--- config.mk ---
export PLATFORM = sky130hd
export DESIGN_NAME = axis_insert_header_arb
export DESIGN_NICKNAME = d
export VERILOG_FILES = /design/src/rtl/axis_insert_header_arb.sv
export SDC_FILE = /design/constraint.sdc
export NUM_CORES = 1
export LEC_CHECK = 0
export BUFFER_PORTS_ARGS = -buffer_cell sky130_fd_sc_hd__buf_2
export CAP_MARGIN = 10
export CORE_AREA = 2 2 156 158
export DETAILED_ROUTE_END_ITERATION = 12
export DIE_AREA = 0 0 158 160
export GPL_TIMING_DRIVEN = 0
export PLACE_DENSITY_LB_ADDON = 0.12
export SLEW_MARGIN = 30
export SYNTH_ARGS = -nofsm -noshare
export SYNTH_HDL_FRONTEND = slang
export SYNTH_SLANG_ARGS = --single-unit
--- constraint.sdc ---
create_clock -name clk -period 1.9 [get_ports clk]
set_clock_uncertainty 0.15 [all_clocks]
set_input_delay 0.095 -clock clk [delete_from_list [all_inputs] [get_ports clk]]
set_output_delay 0.095 -clock clk [all_outputs]
set_load 0.01 [all_outputs]
--- src/rtl/axis_insert_header_arb.sv ---
// axis_insert_header_arb
//
// Round-robin packet scheduler placed directly upstream of a shared
// axi_stream_insert_header engine. Each of NUM_SRC requesters offers a
// header (insert channel) and a packet (data channel). A pending header is
// the request. Once a requester is granted, both of its channels are
// forwarded combinationally to the engine until the header and the last
// data beat have each been accepted; the grant is then released.
//
// Ports
//   clk, rst_n                    single clock, synchronous active-low reset
//   s_valid_in/s_data_in/s_keep_in/s_last_in/s_ready_in
//                                 per-source data channels (packed by source)
//   s_valid_insert/s_header_insert/s_keep_insert/s_ready_insert
//                                 per-source header channels (packed by source)
//   m_valid_in/m_data_in/m_keep_in/m_last_in/m_ready_in
//                                 engine data input
//   m_valid_insert/m_header_insert/m_keep_insert/m_ready_insert
//                                 engine header input
//   busy                          a grant is held
//   grant_id                      current or last granted source
//   pkt_count                     completed packets, wraps at 16 bits
module axis_insert_header_arb #(
    parameter int DATA_WD      = 32,
    parameter int DATA_BYTE_WD = DATA_WD / 8,
    parameter int NUM_SRC      = 4,
    parameter int SRC_WD       = $clog2(NUM_SRC)
) (
    input  logic                            clk,
    input  logic                            rst_n,

    input  logic [NUM_SRC-1:0]              s_valid_in,
    input  logic [NUM_SRC*DATA_WD-1:0]      s_data_in,
    input  logic [NUM_SRC*DATA_BYTE_WD-1:0] s_keep_in,
    input  logic [NUM_SRC-1:0]              s_last_in,
    output logic [NUM_SRC-1:0]              s_ready_in,

    input  logic [NUM_SRC-1:0]              s_valid_insert,
    input  logic [NUM_SRC*DATA_WD-1:0]      s_header_insert,
    input  logic [NUM_SRC*DATA_BYTE_WD-1:0] s_keep_insert,
    output logic [NUM_SRC-1:0]              s_ready_insert,

    output logic                            m_valid_in,
    output logic [DATA_WD-1:0]              m_data_in,
    output logic [DATA_BYTE_WD-1:0]         m_keep_in,
    output logic                            m_last_in,
    input  logic                            m_ready_in,

    output logic                            m_valid_insert,
    output logic [DATA_WD-1:0]              m_header_insert,
    output logic [DATA_BYTE_WD-1:0]         m_keep_insert,
    input  logic                            m_ready_insert,

    output logic                            busy,
    output logic [SRC_WD-1:0]               grant_id,
    output logic [15:0]                     pkt_count
);

    typedef enum logic {
        IDLE   = 1'b0,
        ACTIVE = 1'b1
    } state_e;

    localparam logic [SRC_WD:0]   NUM_SRC_W = (SRC_WD + 1)'(NUM_SRC);
    localparam logic [SRC_WD-1:0] LAST_ID   = SRC_WD'(NUM_SRC - 1);

    state_e              state_q, state_d;
    logic [SRC_WD-1:0]   grant_q, grant_d;
    logic [SRC_WD-1:0]   rr_ptr_q, rr_ptr_d;
    logic                hdr_done_q, hdr_done_d;
    logic                last_done_q, last_done_d;
    logic [15:0]         pkt_cnt_q, pkt_cnt_d;

    // Per-source views of the packed buses
    logic [DATA_WD-1:0]      data_arr [NUM_SRC];
    logic [DATA_BYTE_WD-1:0] keep_arr [NUM_SRC];
    logic [DATA_WD-1:0]      hdr_arr  [NUM_SRC];
    logic [DATA_BYTE_WD-1:0] hkeep_arr[NUM_SRC];

    always_comb begin
        for (int i = 0; i < NUM_SRC; i++) begin
            data_arr[i]  = s_data_in[i*DATA_WD +: DATA_WD];
            keep_arr[i]  = s_keep_in[i*DATA_BYTE_WD +: DATA_BYTE_WD];
            hdr_arr[i]   = s_header_insert[i*DATA_WD +: DATA_WD];
            hkeep_arr[i] = s_keep_insert[i*DATA_BYTE_WD +: DATA_BYTE_WD];
        end
    end

    // Round-robin search: rotate the request vector so bit 0 is rr_ptr,
    // take the first set bit, then map the offset back to a source index
    // with an explicit wrap (works for non-power-of-2 NUM_SRC).
    logic [NUM_SRC-1:0] rot_req;
    logic               win_vld;
    logic [SRC_WD-1:0]  win_id;
    logic [SRC_WD:0]    win_sum;

    always_comb begin
        rot_req = NUM_SRC'({s_valid_insert, s_valid_insert} >> rr_ptr_q);
        win_vld = 1'b0;
        win_sum = '0;
        for (int k = 0; k < NUM_SRC; k++) begin
            if (!win_vld && rot_req[k]) begin
                win_vld = 1'b1;
                win_sum = {1'b0, rr_ptr_q} + (SRC_WD + 1)'(k);
                if (win_sum >= NUM_SRC_W) begin
                    win_sum = win_sum - NUM_SRC_W;
                end
            end
        end
        win_id = win_sum[SRC_WD-1:0];
    end

    // Forwarding paths: each channel stays open until its own handshake
    // has completed, so a second header or a beat after last is held off.
    logic hdr_open, data_open;
    logic hdr_fire, last_fire, pkt_done;

    always_comb begin
        hdr_open        = (state_q == ACTIVE) && !hdr_done_q;
        data_open       = (state_q == ACTIVE) && !last_done_q;

        m_valid_insert  = 1'b0;
        m_header_insert = '0;
        m_keep_insert   = '0;
        s_ready_insert  = '0;
        m_valid_in      = 1'b0;
        m_data_in       = '0;
        m_keep_in       = '0;
        m_last_in       = 1'b0;
        s_ready_in      = '0;

        if (hdr_open) begin
            m_valid_insert           = s_valid_insert[grant_q];
            m_header_insert          = hdr_arr[grant_q];
            m_keep_insert            = hkeep_arr[grant_q];
            s_ready_insert[grant_q]  = m_ready_insert;
        end
        if (data_open) begin
            m_valid_in               = s_valid_in[grant_q];
            m_data_in                = data_arr[grant_q];
            m_keep_in                = keep_arr[grant_q];
            m_last_in                = s_last_in[grant_q];
            s_ready_in[grant_q]      = m_ready_in;
        end

        hdr_fire  = m_valid_insert && m_ready_insert;
        last_fire = m_valid_in && m_ready_in && m_last_in;
        // Flags completing in the current cycle count toward release.
        pkt_done  = (state_q == ACTIVE) &&
                    (hdr_done_q || hdr_fire) && (last_done_q || last_fire);
    end

    always_comb begin
        state_d     = state_q;
        grant_d     = grant_q;
        rr_ptr_d    = rr_ptr_q;
        hdr_done_d  = hdr_done_q;
        last_done_d = last_done_q;
        pkt_cnt_d   = pkt_cnt_q;

        case (state_q)
            IDLE: begin
                if (win_vld) begin
                    state_d     = ACTIVE;
                    grant_d     = win_id;
                    rr_ptr_d    = (win_id == LAST_ID) ? '0 : win_id + SRC_WD'(1);
                    hdr_done_d  = 1'b0;
                    last_done_d = 1'b0;
                end
            end
            ACTIVE: begin
                hdr_done_d  = hdr_done_q || hdr_fire;
                last_done_d = last_done_q || last_fire;
                if (pkt_done) begin
                    state_d     = IDLE;
                    hdr_done_d  = 1'b0;
                    last_done_d = 1'b0;
                    pkt_cnt_d   = pkt_cnt_q + 16'd1;
                end
            end
            default: state_d = IDLE;
        endcase
    end

    always_ff @(posedge clk) begin
        if (!rst_n) begin
            state_q     <= IDLE;
            grant_q     <= '0;
            rr_ptr_q    <= '0;
            hdr_done_q  <= 1'b0;
            last_done_q <= 1'b0;
            pkt_cnt_q   <= '0;
        end else begin
            state_q     <= state_d;
            grant_q     <= grant_d;
            rr_ptr_q    <= rr_ptr_d;
            hdr_done_q  <= hdr_done_d;
            last_done_q <= last_done_d;
            pkt_cnt_q   <= pkt_cnt_d;
        end
    end

    assign busy      = (state_q == ACTIVE);
    assign grant_id  = grant_q;
    assign pkt_count = pkt_cnt_q;

endmodule

==> results of run 1 <==
==> power groups by stage <==
stage | Clock, uW | Sequential (uW) | Combinational [uW]
after floorplan | 0 | 517 | 794
after global placement | 0 | 520 | 1460
after detailed placement | 0 | 520 | 1460
after CTS | 476 | 512 | 1740
after global routing | 500 | 523 | 2090
final | 468 | 519 | 1930
==> state kept, by name (all words and copies together), names as in the netlist, named ones only <==
register / cells
busy: 1
grant_id: 2
hdr_done_q: 1
last_done_q: 1
pkt_count: 16
rr_ptr_q: 1
==> worst max-delay path: cells and delay by family (launching register included) <==
| family | cells | cell delay [ps] |
|---|---|---|
| muxes | 1 | 340 |
| AOI/OAI and AO/OA | 2 | 380 |
| and+or+nand+nor | 2 | 570 |
| buffers and inverters | 2 | 300 |
| DFF | 1 | 370 |
==> Yosys cell counts, types with 2 or more instances <==
| cell | n | area share (%) |
|---|---|---|
| and2_1 | 77 | 14 |
| buf_2 | 10 | 1.4 |
| o21bai_1 | 2 | 0.43 |
| o21ai_0 | 7 | 0.99 |
| a21oi_1 | 12 | 1.7 |
| nor3_1 | 3 | 0.43 |
| or4_1 | 3 | 0.64 |
| nand2b_1 | 4 | 0.71 |
| clkbuf_1 | 18 | 1.9 |
| nand2_1 | 14 | 1.5 |
| o31ai_1 | 3 | 0.64 |
| or3_1 | 4 | 0.71 |
| dfxtp_1 | 23 | 13 |
| nor2b_1 | 7 | 1.2 |
| nor4_1 | 3 | 0.53 |
| xor2_1 | 4 | 0.99 |
| mux2i_1 | 3 | 0.85 |
| nor2_1 | 20 | 2.1 |
| nand3_1 | 12 | 1.7 |
| inv_1 | 6 | 0.64 |
| nand4_1 | 3 | 0.53 |
| buf_1 | 4 | 0.43 |
| xnor2_1 | 5 | 1.2 |
| o221a_2 | 2 | 0.64 |
| mux4_2 | 74 | 47 |
==> cells in the final DEF, fill, tap and decap left out, types with 12 or more instances in the layout <==
cell,Yosys,routed
and2_1,77,26
and2_4,0,51
buf_2,10,356
buf_4,1,14
buf_6,0,62
dfxtp_1,23,19
mux4_2,74,74
nand2_1,14,12
nor2_1,20,20
==> cells by family after synthesis <==
| group | Yosys count | synth area share, % |
|---|---|---|
| compound gates | 36 | 6.74 |
| xor+xnor | 9 | 2.24 |
| mux | 78 | 48.4 |
| flops | 23 | 13.1 |
| fa+ha+maj | 2 | 0.639 |
| buf+inv | 40 | 4.72 |
| simple gates | 152 | 24.2 |
==> what timing repair did <==
item                                   4_1_cts  5_1_grt
pin swaps                                   10       29
setup endpoints to repair                  102       97
hold buffers                                 0        0
setup buffers                               20        7
gates cloned                                 3        4
resized for setup                          120      124
endpoints found under the hold margin        0        0
==> layer usage <==
| layer | up-vias | wire [microns] | GRT usage [%] | part of all wire [%] |
|---|---|---|---|---|
| li1 | 2200 | - | - | - |
| met4 | 2 | 208 | 2.54 | 0.95 |
| met1 | 2304 | 9070 | 20.8 | 41 |
| met5 | - | 9 | 0 | 0.041 |
| met3 | 14 | 1390 | 2.47 | 6.3 |
| met2 | 194 | 11300 | 28.6 | 51 |
==> cell type report <==
type	instances	share of cell area, %
Multi-Input combinational cell	277	43.4
Timing Repair Buffer	438	38.6
Sequential cell	23	6.43
Buffer	28	4.33
Clock inverter	1	0.0688
Antenna cell	6	0.206
Tap cell	324	5.57
Clock buffer	3	1.03
Inverter	7	0.361
==> metrics by stage <==
step | power (uW) | setup WS [ps] | instances | instance area [sq um] | hold slack (ps)
after floorplan | 1310 | -87.5 | 340 | 3550 | 66.7
after global placement | 1980 | -710 | 1068 | 5980 | 290
after detailed placement | 1980 | -693 | 1068 | 5980 | 286
after CTS | 2730 | -288 | 1095 | 6720 | 15.4
after global routing | 3110 | -321 | 1105 | 7270 | 20.7
final | 2920 | -282 | 1107 | 7280 | 3.28
==> worst paths after layout <==
check | cells past startpoint | endpoint | slack (ps)
max | 7 | pkt_count[11] | -280
min | 3 | rr_ptr_q[1] | 3
max reg2reg | 7 | pkt_count[11] | -280
min reg2reg | 2 | pkt_count[15] | 340
==> out/results.ini, run 1 <==
[clock_tree]
cts_tree = done
ctsLongestPathBuffers = 2
htreeDepth = 1
clk_pin_slew_ps = 60
clockRootBuffer = clkbuf_16
insertion_delay_ps = 260
cts.sinks = 23
cts_buffers = 3

[synthesis]
yosys_warnings = 0
async_flop_share_pct = 0
syn_avg_cell_area_sq_um = 10.4
yosysUniqueCellTypes = 42
synth-seq-cells = 23
syn_inst = 340
synth_area_sq_um = 3530
yosysSeqAreaShare_pct = 13.1
syn_nets = 645
synth_top_flop_cell = dfxtp_1
synth-edff-count = 0

[pwr]
irDropWorstVdd_uv = 281
p_leak_uw = 0.00335
power.density_nw_per_um2 = 401
sw_frac_of_total_pct = 32.0
pwr-share-comb_pct = 66.2
pwr-share-clk_pct = 16.0
p_switching_uw = 933
p_int_uw = 1990
seqPwrFrac_pct = 17.8

[worst_hold_path]
hp-class = in2reg
hold_start = rst_n

[critical_path]
r2r-start = grant_id[0]
crit_chain = buf_16 -> mux4_2 -> a41o_1 -> nand3_2 -> buf_6 -> or4_1 -> a21oi_1
crit_type = reg2reg
slowest_stage = or4_1
end_kind = flop
startpoint = grant_id[0]
worstPathArrival_ps = 2220
worst_ep_required_time_ps = 1940
slowest_delay_ps = 470
cp_max_fo = 9
start_kind = flop

[finish]
drive_above_1_share_pct = 79.8
multi_input_area_sq_um = 3160
nets = 1083
fill_cells = 2627
fin_util_pct = 30.5
seq_area_sq_um = 468
area_growth_syn_to_layout_pct = 106

[timing]
min_period_ps = 2180
rsz0062_at_grt = true
tightest_slew_ps = 584
fin_setup_tns_ps = -15210
fin_crit_sh_pct = 115
relSlewSlack_pct = 61.1
drv_slew = 0
setup_violations = 92
timing.fmax_mhz = 458
layout_setup_ws_ps = -282
hold_violations = 0

[global_route]
first_global_vias = 4780
grt_usage_pct = 16.1
antenna_found_initial = 7
grt_pass1_wl_microns = 30500
grt_max_degree = 14
grt_overflow = 0

[flow_run]
drv_cap = 0

[drt]
vias = 4714
drt_iter0_markers = 164
routed_wl_microns = 21900
post_drt_wl_per_cell_microns = 19.8
drc = 0
viasPerCell = 4.26
dr.pass1.iters = 4
ant_nets = 0

[status]
status = finished with violations
violations = setup timing

[placed_design]
gp_congestion = 0.765
place.detailed.hpwl_microns = 18300
numPortBuffers = 404

[die]
chipHeight_microns = 160
core-area_sq_um = 23800
pin_count = 406
start_util_pct = 14.8
rows = 57
die_w_microns = 158
dieArea_sq_um = 25300

No activity file was read; power rests on OpenSTA's default activity.
==> run 2: changes to the inputs <==
Settings changed: CELL_PAD_IN_SITES_DETAIL_PLACEMENT set to 1, CELL_PAD_IN_SITES_GLOBAL_PLACEMENT set to 1, CORE_AREA 2 2 156 158 to 2 2 157 159, DIE_AREA 0 0 158 160 to 0 0 159 161, SETUP_SLACK_MARGIN set to 0.5.
==> out/results.ini, run 2 (synthesized netlist as in run 1, its figures left out) <==
[critical_path]
r2r-start = grant_id[0]
crit_type = reg2reg
start_kind = flop
worstReg2RegEnd = pkt_count[11]
end_kind = flop
worst_ep_required_time_ps = 1940
ff2ff_setup_slack_ps = -280
reg2reg_depth = 7
cp_max_fo = 5
worstPathArrival_ps = 2230

[pwr]
power.density_nw_per_um2 = 412
design_power_total_uw = 3150
p_leak_uw = 0.00348
irDropWorstVdd_uv = 281

[clock_tree]
htreeDepth = 1
clockRootBuffer = clkbuf_16
cts_buffers = 3
cts_tree = done
insertion_delay_ps = 260
ctsLongestPathBuffers = 2
cts.sinks = 23
clk_pin_slew_ps = 60

[die]
chipHeight_microns = 161
dieArea_sq_um = 25600
start_util_pct = 14.7
die_w_microns = 159
rows = 57
core-area_sq_um = 24000
pin_count = 406

[worst_hold_path]
holdPathStages = 2
hold_start = rst_n
hp-class = in2reg

[timing]
layout_setup_ws_ps = -285
fin_setup_tns_ps = -18470
drv_slew = 0
timing.fmax_mhz = 458
hold_violations = 0
tightest_slew_ps = 610
min_period_ps = 2180
setup_violations = 94
fin_crit_sh_pct = 115
relSlewSlack_pct = 59.3
rsz0062_at_grt = true

[finish]
fin_util_pct = 32.0
drive_above_1_share_pct = 83.7
nets = 1093
fill_cells = 2862
final_cell_mix = buf_2 (342), mux4_2 (74), buf_6 (74)
area_growth_syn_to_layout_pct = 117
layout_commonest_cell = buf_2
final_cells = 1116
largest_reg_flops = 16
final_cell_area_sq_um = 7660

[placed_design]
place.detailed.hpwl_microns = 21200
numPortBuffers = 404
place_inst = 1068
gp_congestion = 0.945
place_area_sq_um = 6040

[drt]
post_drt_wl_per_cell_microns = 22.4
drc = 0
routed_wl_microns = 25000
ant_nets = 0
vias = 4915
drt_iter0_markers = 149
dr.pass1.iters = 4
viasPerCell = 4.40

[global_route]
antenna_found_initial = 6
grt_overflow = 0
grt_pass1_wl_microns = 36400
first_global_vias = 5499
grt_max_degree = 13
grt_usage_pct = 18.8

[flow_run]
drv_cap = 0

[status]
violations = setup timing
status = finished with violations

-- run 2: changes by cell type in the layout (fill, tap and decap cells not counted), moves of 3 or more --
cell / before / now
nor3_1: 3 / 0
dfxtp_1: 19 / 16
buf_4: 14 / 17
buf_12: 7 / 13
and2_4: 51 / 61
nor2_1: 20 / 14
nor3_2: 0 / 3
nor2_2: 0 / 5
nand2_1: 12 / 9
buf_2: 356 / 342
buf_6: 62 / 74
and2_1: 26 / 16
-- run 2: layout make-up --
cell class	count	area (sq um)	area share [%]
Inverter	7	26.3	0.343
Timing Repair Buffer	443	2970	38.8
Buffer	33	417	5.44
Multi-Input combinational cell	277	3270	42.7
Tap cell	324	405	5.29
Sequential cell	23	474	6.19
Antenna cell	5	12.5	0.163
Clock buffer	4	78.8	1.03
-- run 2: repair_timing --
action	CTS	global route
pin swaps	23	19
cloned	7	1
endpoints found under the setup margin	105	106
setup buffers	29	2
resized for setup	184	98
hold buffers	0	0
-- run 2: worst max-delay path by stage --
stage / start / endpoint / slack [ps]
floorplan: grant_id[0] / pkt_count[11] / -80
global placement: grant_id[0] / m_header_insert[25] / -590
detailed placement: grant_id[0] / m_header_insert[25] / -590
CTS: grant_id[0] / pkt_count[11] / -310
global route: grant_id[0] / pkt_count[11] / -360
finish: grant_id[0] / pkt_count[11] / -280
-- run 2: metal layers --
layer / up-vias / global-route usage (%) / share of wire, %
met5: - / 0 / 0.052
met4: 2 / 3.39 / 1.4
met3: 19 / 4.90 / 7.6
met2: 230 / 35.0 / 52
met1: 2442 / 22.0 / 39
li1: 2222 / - / -
-- run 2: worst max-delay path: stages (launching register included) --
cell     delay [ps]
dfxtp_4         370
buf_12          140
mux4_2          390
a41o_4          240
nand3_4          70
buf_6           140
or4_4           470
a21oi_2         140
-- run 2: power by group --
group	switching [uW]	internal, uW	total, uW
combinational	825	1340	2170
sequential	16.8	496	513
clock	184	287	471
total	1030	2130	3150
-- run 2: through the flow --
stage	hold slack (ps)	worst slack [ps]
floorplan	66.7	-81.4
global placement	290	-585
detailed placement	296	-588
CTS	16.7	-312
global route	21.0	-363
finish	10.4	-285
